--- src/rtl/lsu_byte_sequencer_pkg.sv ---
`default_nettype none
// ============================================================================
//  Module   : lsu_pkg
//  Brief    : Shared length encodings, sequencer state type and helpers for
//             the byte-wide load/store sequencer.
//  Revision : 1.0  initial release
// ============================================================================
package lsu_pkg;

    // Request length encodings
    localparam logic [1:0] LEN_NONE = 2'b00;
    localparam logic [1:0] LEN_B    = 2'b01;
    localparam logic [1:0] LEN_H    = 2'b10;
    localparam logic [1:0] LEN_W    = 2'b11;

    typedef enum logic [0:0] {
        IDLE = 1'b0,
        XFER = 1'b1
    } lsu_state_e;

    // Number of single-byte memory transactions an access length needs
    function automatic logic [2:0] len_to_bytes(input logic [1:0] length);
        case (length)
            LEN_B:   return 3'd1;
            LEN_H:   return 3'd2;
            LEN_W:   return 3'd4;
            default: return 3'd0;
        endcase
    endfunction

endpackage
`default_nettype wire

--- src/rtl/lsu_byte_sequencer_if.sv ---
`default_nettype none
// ============================================================================
//  Module   : lsu_byte_sequencer_if
//  Brief    : CPU request/response bus and byte-wide memory port of the
//             load/store sequencer. slave = sequencer side, master = the
//             CPU datapath plus memory that surround it.
//  Revision : 1.0  initial release
// ============================================================================
interface lsu_byte_sequencer_if #(
    parameter int ADDR_W     = 32,
    parameter int MEM_ADDR_W = 6
);
    // CPU side
    logic                  req_valid;
    logic                  req_ready;
    logic [ADDR_W-1:0]     req_addr;
    logic [31:0]           req_wdata;
    logic [1:0]            req_length;
    logic                  req_signed;
    logic                  req_read;
    logic                  req_write;
    logic                  resp_valid;
    logic [31:0]           resp_rdata;
    // Memory side
    logic [MEM_ADDR_W-1:0] byte_addr;
    logic [7:0]            byte_wdata;
    logic                  byte_we;
    logic                  byte_re;
    logic [7:0]            byte_rdata;

    modport slave (
        input  req_valid, req_addr, req_wdata, req_length, req_signed,
               req_read, req_write, byte_rdata,
        output req_ready, resp_valid, resp_rdata,
               byte_addr, byte_wdata, byte_we, byte_re
    );

    modport master (
        output req_valid, req_addr, req_wdata, req_length, req_signed,
               req_read, req_write, byte_rdata,
        input  req_ready, resp_valid, resp_rdata,
               byte_addr, byte_wdata, byte_we, byte_re
    );
endinterface
`default_nettype wire

--- src/rtl/lsu_byte_sequencer_extend.sv ---
`default_nettype none
// ============================================================================
//  Module   : lsu_extend
//  Brief    : Sign/zero extension of an assembled load value by access
//             length. Word loads pass through untouched.
//  Revision : 1.0  initial release
// ============================================================================
module lsu_extend
    import lsu_pkg::*;
(
    input  logic [31:0] asm_i,
    input  logic [1:0]  length_i,
    input  logic        signed_i,
    output logic [31:0] data_o
);

    // Select extension width from the latched length; signedness only
    // matters for byte and half loads.
    always_comb begin
        data_o = 32'h0;
        case (length_i)
            LEN_B:   data_o = signed_i ? {{24{asm_i[7]}},  asm_i[7:0]}
                                       : {24'h0,           asm_i[7:0]};
            LEN_H:   data_o = signed_i ? {{16{asm_i[15]}}, asm_i[15:0]}
                                       : {16'h0,           asm_i[15:0]};
            LEN_W:   data_o = asm_i;
            default: data_o = 32'h0;
        endcase
    end

endmodule
`default_nettype wire

--- src/rtl/lsu_byte_sequencer.sv ---
`default_nettype none
// ============================================================================
//  Module   : lsu_byte_sequencer
//  Brief    : Serialises byte/half/word loads and stores into big-endian
//             single-byte memory transactions, one per cycle, and returns
//             an extended load result with a one-cycle response pulse.
//  Revision : 1.0  initial release
// ============================================================================
module lsu_byte_sequencer
    import lsu_pkg::*;
#(
    parameter int ADDR_W     = 32,
    parameter int MEM_ADDR_W = 6
) (
    input  logic                clock,
    input  logic                reset,
    lsu_byte_sequencer_if.slave bus
);

    localparam logic [0:0] S_IDLE = IDLE;
    localparam logic [0:0] S_XFER = XFER;

    logic [0:0]            state_q, state_d;
    logic [1:0]            idx_q, idx_d;
    logic [MEM_ADDR_W-1:0] base_q;
    logic [1:0]            len_q;
    logic                  write_q;
    logic                  read_q;
    logic                  signed_q;
    logic [31:0]           wdata_q;
    logic [23:0]           asm_q;
    logic                  resp_valid_q;
    logic [31:0]           resp_rdata_q;

    logic                  w_idle;
    logic                  w_xfer;
    logic                  w_accept;
    logic                  w_degen;
    logic [2:0]            w_nbytes;
    logic                  w_last;
    logic [1:0]            w_lane;
    logic [31:0]           w_asm_full;
    logic [31:0]           w_ext;

    // Address bits above the memory port width are ignored by design
    logic                  unused_addr_hi;
    assign unused_addr_hi = ^bus.req_addr[ADDR_W-1:MEM_ADDR_W];

    assign w_idle   = (state_q == S_IDLE);
    assign w_xfer   = (state_q == S_XFER);
    assign w_accept = bus.req_valid && w_idle;
    // Zero-length or no-op requests complete without touching memory
    assign w_degen  = (len_to_bytes(bus.req_length) == 3'd0) ||
                      (!bus.req_write && !bus.req_read);

    assign w_nbytes   = len_to_bytes(len_q);
    assign w_last     = ({1'b0, idx_q} == (w_nbytes - 3'd1));
    // Big-endian: byte 0 carries the most significant lane of the access
    assign w_lane     = 2'(w_nbytes - 3'd1 - {1'b0, idx_q});
    assign w_asm_full = {asm_q, bus.byte_rdata};

    lsu_extend u_extend (
        .asm_i    (w_asm_full),
        .length_i (len_q),
        .signed_i (signed_q),
        .data_o   (w_ext)
    );

    assign bus.req_ready  = w_idle;
    assign bus.resp_valid = resp_valid_q;
    assign bus.resp_rdata = resp_rdata_q;
    assign bus.byte_addr  = base_q + MEM_ADDR_W'(idx_q);
    assign bus.byte_we    = w_xfer && write_q;
    assign bus.byte_re    = w_xfer && read_q;
    assign bus.byte_wdata = (w_xfer && write_q) ? wdata_q[{w_lane, 3'b000} +: 8] : 8'h00;

    // Next state and byte index: enter XFER on a real access, leave after the last byte
    always_comb begin
        state_d = state_q;
        idx_d   = idx_q;
        case (state_q)
            S_IDLE: begin
                if (w_accept) begin
                    idx_d = 2'd0;
                    if (!w_degen) state_d = S_XFER;
                end
            end
            S_XFER: begin
                if (w_last) begin
                    state_d = S_IDLE;
                    idx_d   = 2'd0;
                end else begin
                    idx_d = idx_q + 2'd1;
                end
            end
            default: begin
                state_d = S_IDLE;
                idx_d   = 2'd0;
            end
        endcase
    end

    // Latch the request at accept, shift in load bytes, and produce the response pulse
    always_ff @(posedge clock) begin
        if (reset) begin
            state_q      <= S_IDLE;
            idx_q        <= 2'd0;
            base_q       <= '0;
            len_q        <= LEN_NONE;
            write_q      <= 1'b0;
            read_q       <= 1'b0;
            signed_q     <= 1'b0;
            wdata_q      <= 32'h0;
            asm_q        <= 24'h0;
            resp_valid_q <= 1'b0;
            resp_rdata_q <= 32'h0;
        end else begin
            state_q      <= state_d;
            idx_q        <= idx_d;
            resp_valid_q <= 1'b0;
            if (w_accept) begin
                base_q       <= bus.req_addr[MEM_ADDR_W-1:0];
                len_q        <= bus.req_length;
                write_q      <= bus.req_write;
                read_q       <= !bus.req_write && bus.req_read;
                signed_q     <= bus.req_signed;
                wdata_q      <= bus.req_wdata;
                asm_q        <= 24'h0;
                resp_rdata_q <= 32'h0;
                resp_valid_q <= w_degen;
            end else if (w_xfer) begin
                if (read_q) asm_q <= w_asm_full[23:0];
                if (w_last) begin
                    resp_valid_q <= 1'b1;
                    resp_rdata_q <= read_q ? w_ext : 32'h0;
                end
            end
        end
    end

endmodule
`default_nettype wire

--- src/flat_wrapper.sv ---
// flat-port wrapper written by rule: the top's interface ports become plain ports
module lsu_byte_sequencer_flat import lsu_pkg::*;
#(
    parameter int ADDR_W     = 32,
    parameter int MEM_ADDR_W = 6
)
  (clock, reset, bus_req_valid, bus_req_addr, bus_req_wdata, bus_req_length, bus_req_signed, bus_req_read, bus_req_write, bus_byte_rdata, bus_req_ready, bus_resp_valid, bus_resp_rdata, bus_byte_addr, bus_byte_wdata, bus_byte_we, bus_byte_re);
  lsu_byte_sequencer_if #(.ADDR_W(ADDR_W), .MEM_ADDR_W(MEM_ADDR_W)) bus_i ();
  input  logic clock;
  input  logic reset;
  input wire logic [$bits(bus_i.req_valid)-1:0] bus_req_valid;
  input wire logic [$bits(bus_i.req_addr)-1:0] bus_req_addr;
  input wire logic [$bits(bus_i.req_wdata)-1:0] bus_req_wdata;
  input wire logic [$bits(bus_i.req_length)-1:0] bus_req_length;
  input wire logic [$bits(bus_i.req_signed)-1:0] bus_req_signed;
  input wire logic [$bits(bus_i.req_read)-1:0] bus_req_read;
  input wire logic [$bits(bus_i.req_write)-1:0] bus_req_write;
  input wire logic [$bits(bus_i.byte_rdata)-1:0] bus_byte_rdata;
  output wire logic [$bits(bus_i.req_ready)-1:0] bus_req_ready;
  output wire logic [$bits(bus_i.resp_valid)-1:0] bus_resp_valid;
  output wire logic [$bits(bus_i.resp_rdata)-1:0] bus_resp_rdata;
  output wire logic [$bits(bus_i.byte_addr)-1:0] bus_byte_addr;
  output wire logic [$bits(bus_i.byte_wdata)-1:0] bus_byte_wdata;
  output wire logic [$bits(bus_i.byte_we)-1:0] bus_byte_we;
  output wire logic [$bits(bus_i.byte_re)-1:0] bus_byte_re;
  assign bus_i.req_valid = bus_req_valid;
  assign bus_i.req_addr = bus_req_addr;
  assign bus_i.req_wdata = bus_req_wdata;
  assign bus_i.req_length = bus_req_length;
  assign bus_i.req_signed = bus_req_signed;
  assign bus_i.req_read = bus_req_read;
  assign bus_i.req_write = bus_req_write;
  assign bus_i.byte_rdata = bus_byte_rdata;
  assign bus_req_ready = bus_i.req_ready;
  assign bus_resp_valid = bus_i.resp_valid;
  assign bus_resp_rdata = bus_i.resp_rdata;
  assign bus_byte_addr = bus_i.byte_addr;
  assign bus_byte_wdata = bus_i.byte_wdata;
  assign bus_byte_we = bus_i.byte_we;
  assign bus_byte_re = bus_i.byte_re;
  lsu_byte_sequencer #(.ADDR_W(ADDR_W), .MEM_ADDR_W(MEM_ADDR_W)) u_core (.clock(clock), .reset(reset), .bus(bus_i));
endmodule
--- config.mk ---
export PLATFORM = sky130hd
export DESIGN_NAME = lsu_byte_sequencer_flat
export DESIGN_NICKNAME = d
export VERILOG_FILES = /design/src/rtl/lsu_byte_sequencer_pkg.sv /design/src/rtl/lsu_byte_sequencer_if.sv /design/src/rtl/lsu_byte_sequencer_extend.sv /design/src/rtl/lsu_byte_sequencer.sv /design/src/flat_wrapper.sv
export SDC_FILE = /design/constraint.sdc
export NUM_CORES = 1
export LEC_CHECK = 0
export ABC_CLOCK_PERIOD_IN_PS = 3800
export BUFFER_PORTS_ARGS = -buffer_cell sky130_fd_sc_hd__buf_2
export CAP_MARGIN = 20
export CORE_MARGIN = 1.5
export CORE_UTILIZATION = 34
export CTS_CLUSTER_SIZE = 40
export DETAILED_ROUTE_END_ITERATION = 10
export SYNTH_ARGS = -nofsm -noshare
export SYNTH_HDL_FRONTEND = slang
export SYNTH_SLANG_ARGS = --single-unit
--- constraint.sdc ---
create_clock -name clock -period 3.8 [get_ports clock]
set_clock_uncertainty 0.2 [all_clocks]
set_input_delay 0.76 -clock clock [delete_from_list [all_inputs] [get_ports clock]]
set_output_delay 0.76 -clock clock [all_outputs]
set_load 0.005 [all_outputs]
==> out/metrics.csv <==
stage;metric;value;unit
yosys;most frequent cell after synthesis;sky130_fd_sc_hd__nand2_1;
yosys;Yosys cell types;39;
layout;layout overhead on the synthesized area;21.0;%
layout;multi-input logic area;0.00215;sq mm
yosys;total of flip-flops plus latches after synthesis;103;
yosys;Post-synth top cells;sky130_fd_sc_hd__nand2_1 (154), sky130_fd_sc_hd__dfxtp_1 (103), sky130_fd_sc_hd__a21oi_1 (80), sky130_fd_sc_hd__clkbuf_1 (32);
worst_setup_path;crit path max fanout;12;
hold_path;sink of the worst hold path;u_core.wdata_q[16]$_SDFFE_PP0P_;
yosys;net count after synthesis;610;
power;standby leakage power;2.14;nW
cts;TritonCTS clock tree;built;
timing;upper clock frequency limit;0.277;GHz
timing;Hold Fails Final Rpt;0;
detailed_routing;number of nets with antenna violations after detailed routing;0;
yosys;part of the Yosys area used for sequential elements;0.469;
hold_path;Hold Path Depth;2;
yosys;cell accounting for the most synthesized area;sky130_fd_sc_hd__dfxtp_1;
timing;Max Slew Vio Count;0;
layout;Post-layout nets;692;
detailed_routing;first-pass detailed-route iteration total;4;
timing;total setup violations reported at the end of the flow;0;
yosys;count of flip-flops with a built-in enable after synthesis;0;
place;Placed Cells;761;
global_routing;antenna violations before repair;0;
worst_setup_path;critical path capture point type;primary output;
outcome;status;completed;
yosys;predominant post-synthesis flop cell;sky130_fd_sc_hd__dfxtp_1;
cts;number of clock sinks;103;
die;IO Count;130;
yosys;gate count after technology mapping;520;
timing;accumulated negative setup slack;0;ns
cts;clock slew at the register clock pins of the worst setup and hold paths;0.07;ns
detailed_routing;drt via density;5.05;
power;IR drop worst, VDD;0.244;mV
cts;clock tree buffer depth;2;
global_routing;Total GRT Usage;0.170;
global_routing;number of global-route vias before repair;3686;
place;detailed placer's ending HPWL;7980;um
die;Die Y;117;um
global_routing;largest net degree at the start of global routing;46;
layout;Sequential Area;0.00206;sq mm
cts;Post-CTS Hold Fix Bufs;0;
timing;pin slew with the least headroom to its limit;0.982;ns
yosys;Synth async-reset ratio;0;
layout;fraction of layout cells with a size suffix above 1;0.229;
worst_setup_path;Worst R2R Path Depth;6;
layout;filler instances;1340;
die;Starting Density;0.348;
worst_setup_path;Arrival @ worst endpoint;2.65;ns
die;horizontal die dimension;117;um
worst_setup_path;sort of element at the start of the critical path;flip-flop;
layout;count of placed standard cells in the final layout, fillers left out;779;
detailed_routing;violation count after the first detailed-route iteration;228;
detailed_routing;average wire per cell in the routed design;14.5;um
yosys;total standard cell area after synthesis;0.00440;sq mm
hold_path;worst hold-check path type;reg2reg;
worst_setup_path;endpoint of the worst register-to-register path;u_core.bus.resp_rdata[16]$_SDFFE_PP0P_;
hold_path;beginning of the worst hold path;u_core.wdata_q[16]$_SDFFE_PP0P_;
cts;clock latency at the later pin of the worst-skew pair;0.35;ns
layout;antenna diode count;0;
worst_setup_path;register-to-register setup slack;1.10;ns
cts;CTS H-tree depth;3;
die;core area;0.0126;sq mm
worst_setup_path;Reg2Reg Launch Point;u_core.len_q[1]$_SDFFE_PP0P_;
global_routing;global-route wire length before repair;17900;um
detailed_routing;number of remaining DRC errors;0;
cts;number of CTS-inserted buffers;9;
timing;Slew headroom;0.345;
place;Placer Congestion;0.803;
worst_setup_path;Worst Path Class, Setup;reg2out;
yosys;most area-consuming cells after synthesis;sky130_fd_sc_hd__dfxtp_1 (47%), sky130_fd_sc_hd__nand2_1 (13%), sky130_fd_sc_hd__a21oi_1 (9.1%);
cts;Clock Root Buffer;sky130_fd_sc_hd__clkbuf_16;
place;count of input and output buffers;103;
yosys;Avg Cell Area, Syn;8.46;sq um
global_routing;total gr overflow;0;
timing;unrepaired setup endpoints after global routing;false;
run;number of violations of the max-capacitance limit;0;
die;die area;0.0136;sq mm
die;number of placement rows;41;
detailed_routing;total wire length after detailed routing;11300;um
yosys;area share of the largest cell type after synthesis;0.469;
timing;Period Utilization, post-route;0.950;
timing;clock period minus worst slack;3.61;ns
yosys;Synthesis Warnings;0;
power;power density normalized to cell area;419;mW/mm^2
worst_setup_path;required time at the worst-slack endpoint;2.84;ns
detailed_routing;via total after detailed routing;3934;
-- logic make-up (layout without fill, tap and decap cells) --
family          count (synthesis)  in the layout  share of synthesized area
xor+xnor                        7              7                     0.0174
flops                         103            103                      0.469
compound gates                148            148                      0.208
buf+inv                        49            136                     0.0447
fa+ha+maj                      10             10                     0.0302
simple gates                  195            195                      0.197
mux                             8              8                     0.0333
-- repair_timing --
| action | 4_1_cts | 5_1_grt |
|---|---|---|
| resized for setup | 0 | 1 |
| pin swaps | 1 | 0 |
| setup endpoints to repair | 1 | 4 |
| buffers inserted | 2 | 0 |
-- placed cells by master (no fill, tap or decap), types with 4 or more instances in the layout --
master                      synthesis  layout
sky130_fd_sc_hd__a211oi_1           6       6
sky130_fd_sc_hd__a21oi_1           80      80
sky130_fd_sc_hd__a32o_1            24      24
sky130_fd_sc_hd__and2_1            12      12
sky130_fd_sc_hd__buf_2              4     103
sky130_fd_sc_hd__buf_4              0      10
sky130_fd_sc_hd__clkbuf_16          0       9
sky130_fd_sc_hd__dfxtp_1          103     102
sky130_fd_sc_hd__ha_1               9       9
sky130_fd_sc_hd__inv_1              6       6
sky130_fd_sc_hd__mux4_2             4       4
sky130_fd_sc_hd__nand2_1          154     154
sky130_fd_sc_hd__nor2_1             4       4
sky130_fd_sc_hd__nor2b_1            5       4
sky130_fd_sc_hd__nor4b_1            8       8
sky130_fd_sc_hd__o211ai_1           8       8
sky130_fd_sc_hd__o21ai_0           24      24
sky130_fd_sc_hd__xor2_1             4       4
-- state kept, by name, indices dropped and copies added (netlist names) --
name                   flops
u_core.asm_q              24
u_core.base_q              6
u_core.bus.resp_rdata     32
u_core.bus.resp_valid      1
u_core.idx_q               2
u_core.len_q               2
u_core.read_q              1
u_core.signed_q            1
u_core.state_q             1
u_core.wdata_q            32
u_core.write_q             1
-- metrics by stage --
step | util | power [mW] | instance area [sq um] | setup slack (ns) | hold slack, ns
2_1_floorplan | - | 1.30 | 4400 | 0.739 | 0.232
3_3_place_gp | 0.398 | 1.37 | 5020 | 0.472 | 0.240
3_5_place_dp | 0.398 | 1.38 | 5020 | 0.421 | 0.245
4_1_cts | 0.422 | 2.25 | 5320 | 0.0236 | 0.257
5_1_grt | 0.422 | 2.32 | 5320 | 0.0877 | 0.271
6_report | 0.422 | 2.23 | 5320 | 0.191 | 0.256
-- worst max-delay path by stage --
stage / start / endpoint / cells after the start
after detailed placement: u_core.len_q[1]$_SDFFE_PP0P_ / bus_byte_wdata[7] / 6
after global routing: u_core.len_q[1]$_SDFFE_PP0P_ / bus_byte_wdata[7] / 7
after floorplan: u_core.len_q[1]$_SDFFE_PP0P_ / bus_byte_wdata[3] / 7
after CTS: u_core.len_q[1]$_SDFFE_PP0P_ / bus_byte_wdata[7] / 7
final: u_core.len_q[1]$_SDFFE_PP0P_ / bus_byte_wdata[7] / 7
after global placement: u_core.len_q[1]$_SDFFE_PP0P_ / bus_byte_wdata[7] / 6
-- where the power goes --
| group | switching (mW) | leakage, nW | internal, mW | total (mW) |
|---|---|---|---|---|
| Sequential | 0.0238 | 0.837 | 1.11 | 1.13 |
| Combinational | 0.132 | 1.17 | 0.0900 | 0.222 |
| Clock | 0.424 | 0.132 | 0.450 | 0.874 |
| Total | 0.580 | 2.14 | 1.65 | 2.23 |
-- area by class of cell --
cell class | count | area share
Clock inverter | 7 | 0.0103
Clock buffer | 9 | 0.0423
Multi-Input combinational cell | 368 | 0.403
Sequential cell | 103 | 0.388
Tap cell | 172 | 0.0404
Timing Repair Buffer | 113 | 0.111
Inverter | 7 | 0.00494
-- metal layers --
layer | wire (um) | global-route usage | share of wire | vias up
met5 | 0 | 0 | 0 | -
met4 | 210 | 0.0683 | 0.019 | 0
met3 | 656 | 0.0415 | 0.058 | 18
met2 | 5270 | 0.274 | 0.47 | 104
met1 | 5180 | 0.219 | 0.46 | 1852
li1 | - | - | - | 1960
-- worst max-delay path: stages (launching register included) --
cell and delay (ns):
sky130_fd_sc_hd__dfxtp_2 0.43, sky130_fd_sc_hd__inv_1 0.11, sky130_fd_sc_hd__ha_1 0.21, sky130_fd_sc_hd__ha_1 0.20, sky130_fd_sc_hd__xnor3_2 0.47, sky130_fd_sc_hd__mux4_1 0.59, sky130_fd_sc_hd__and2_1 0.18, sky130_fd_sc_hd__buf_2 0.12
Power figures use the tool's default switching activity.
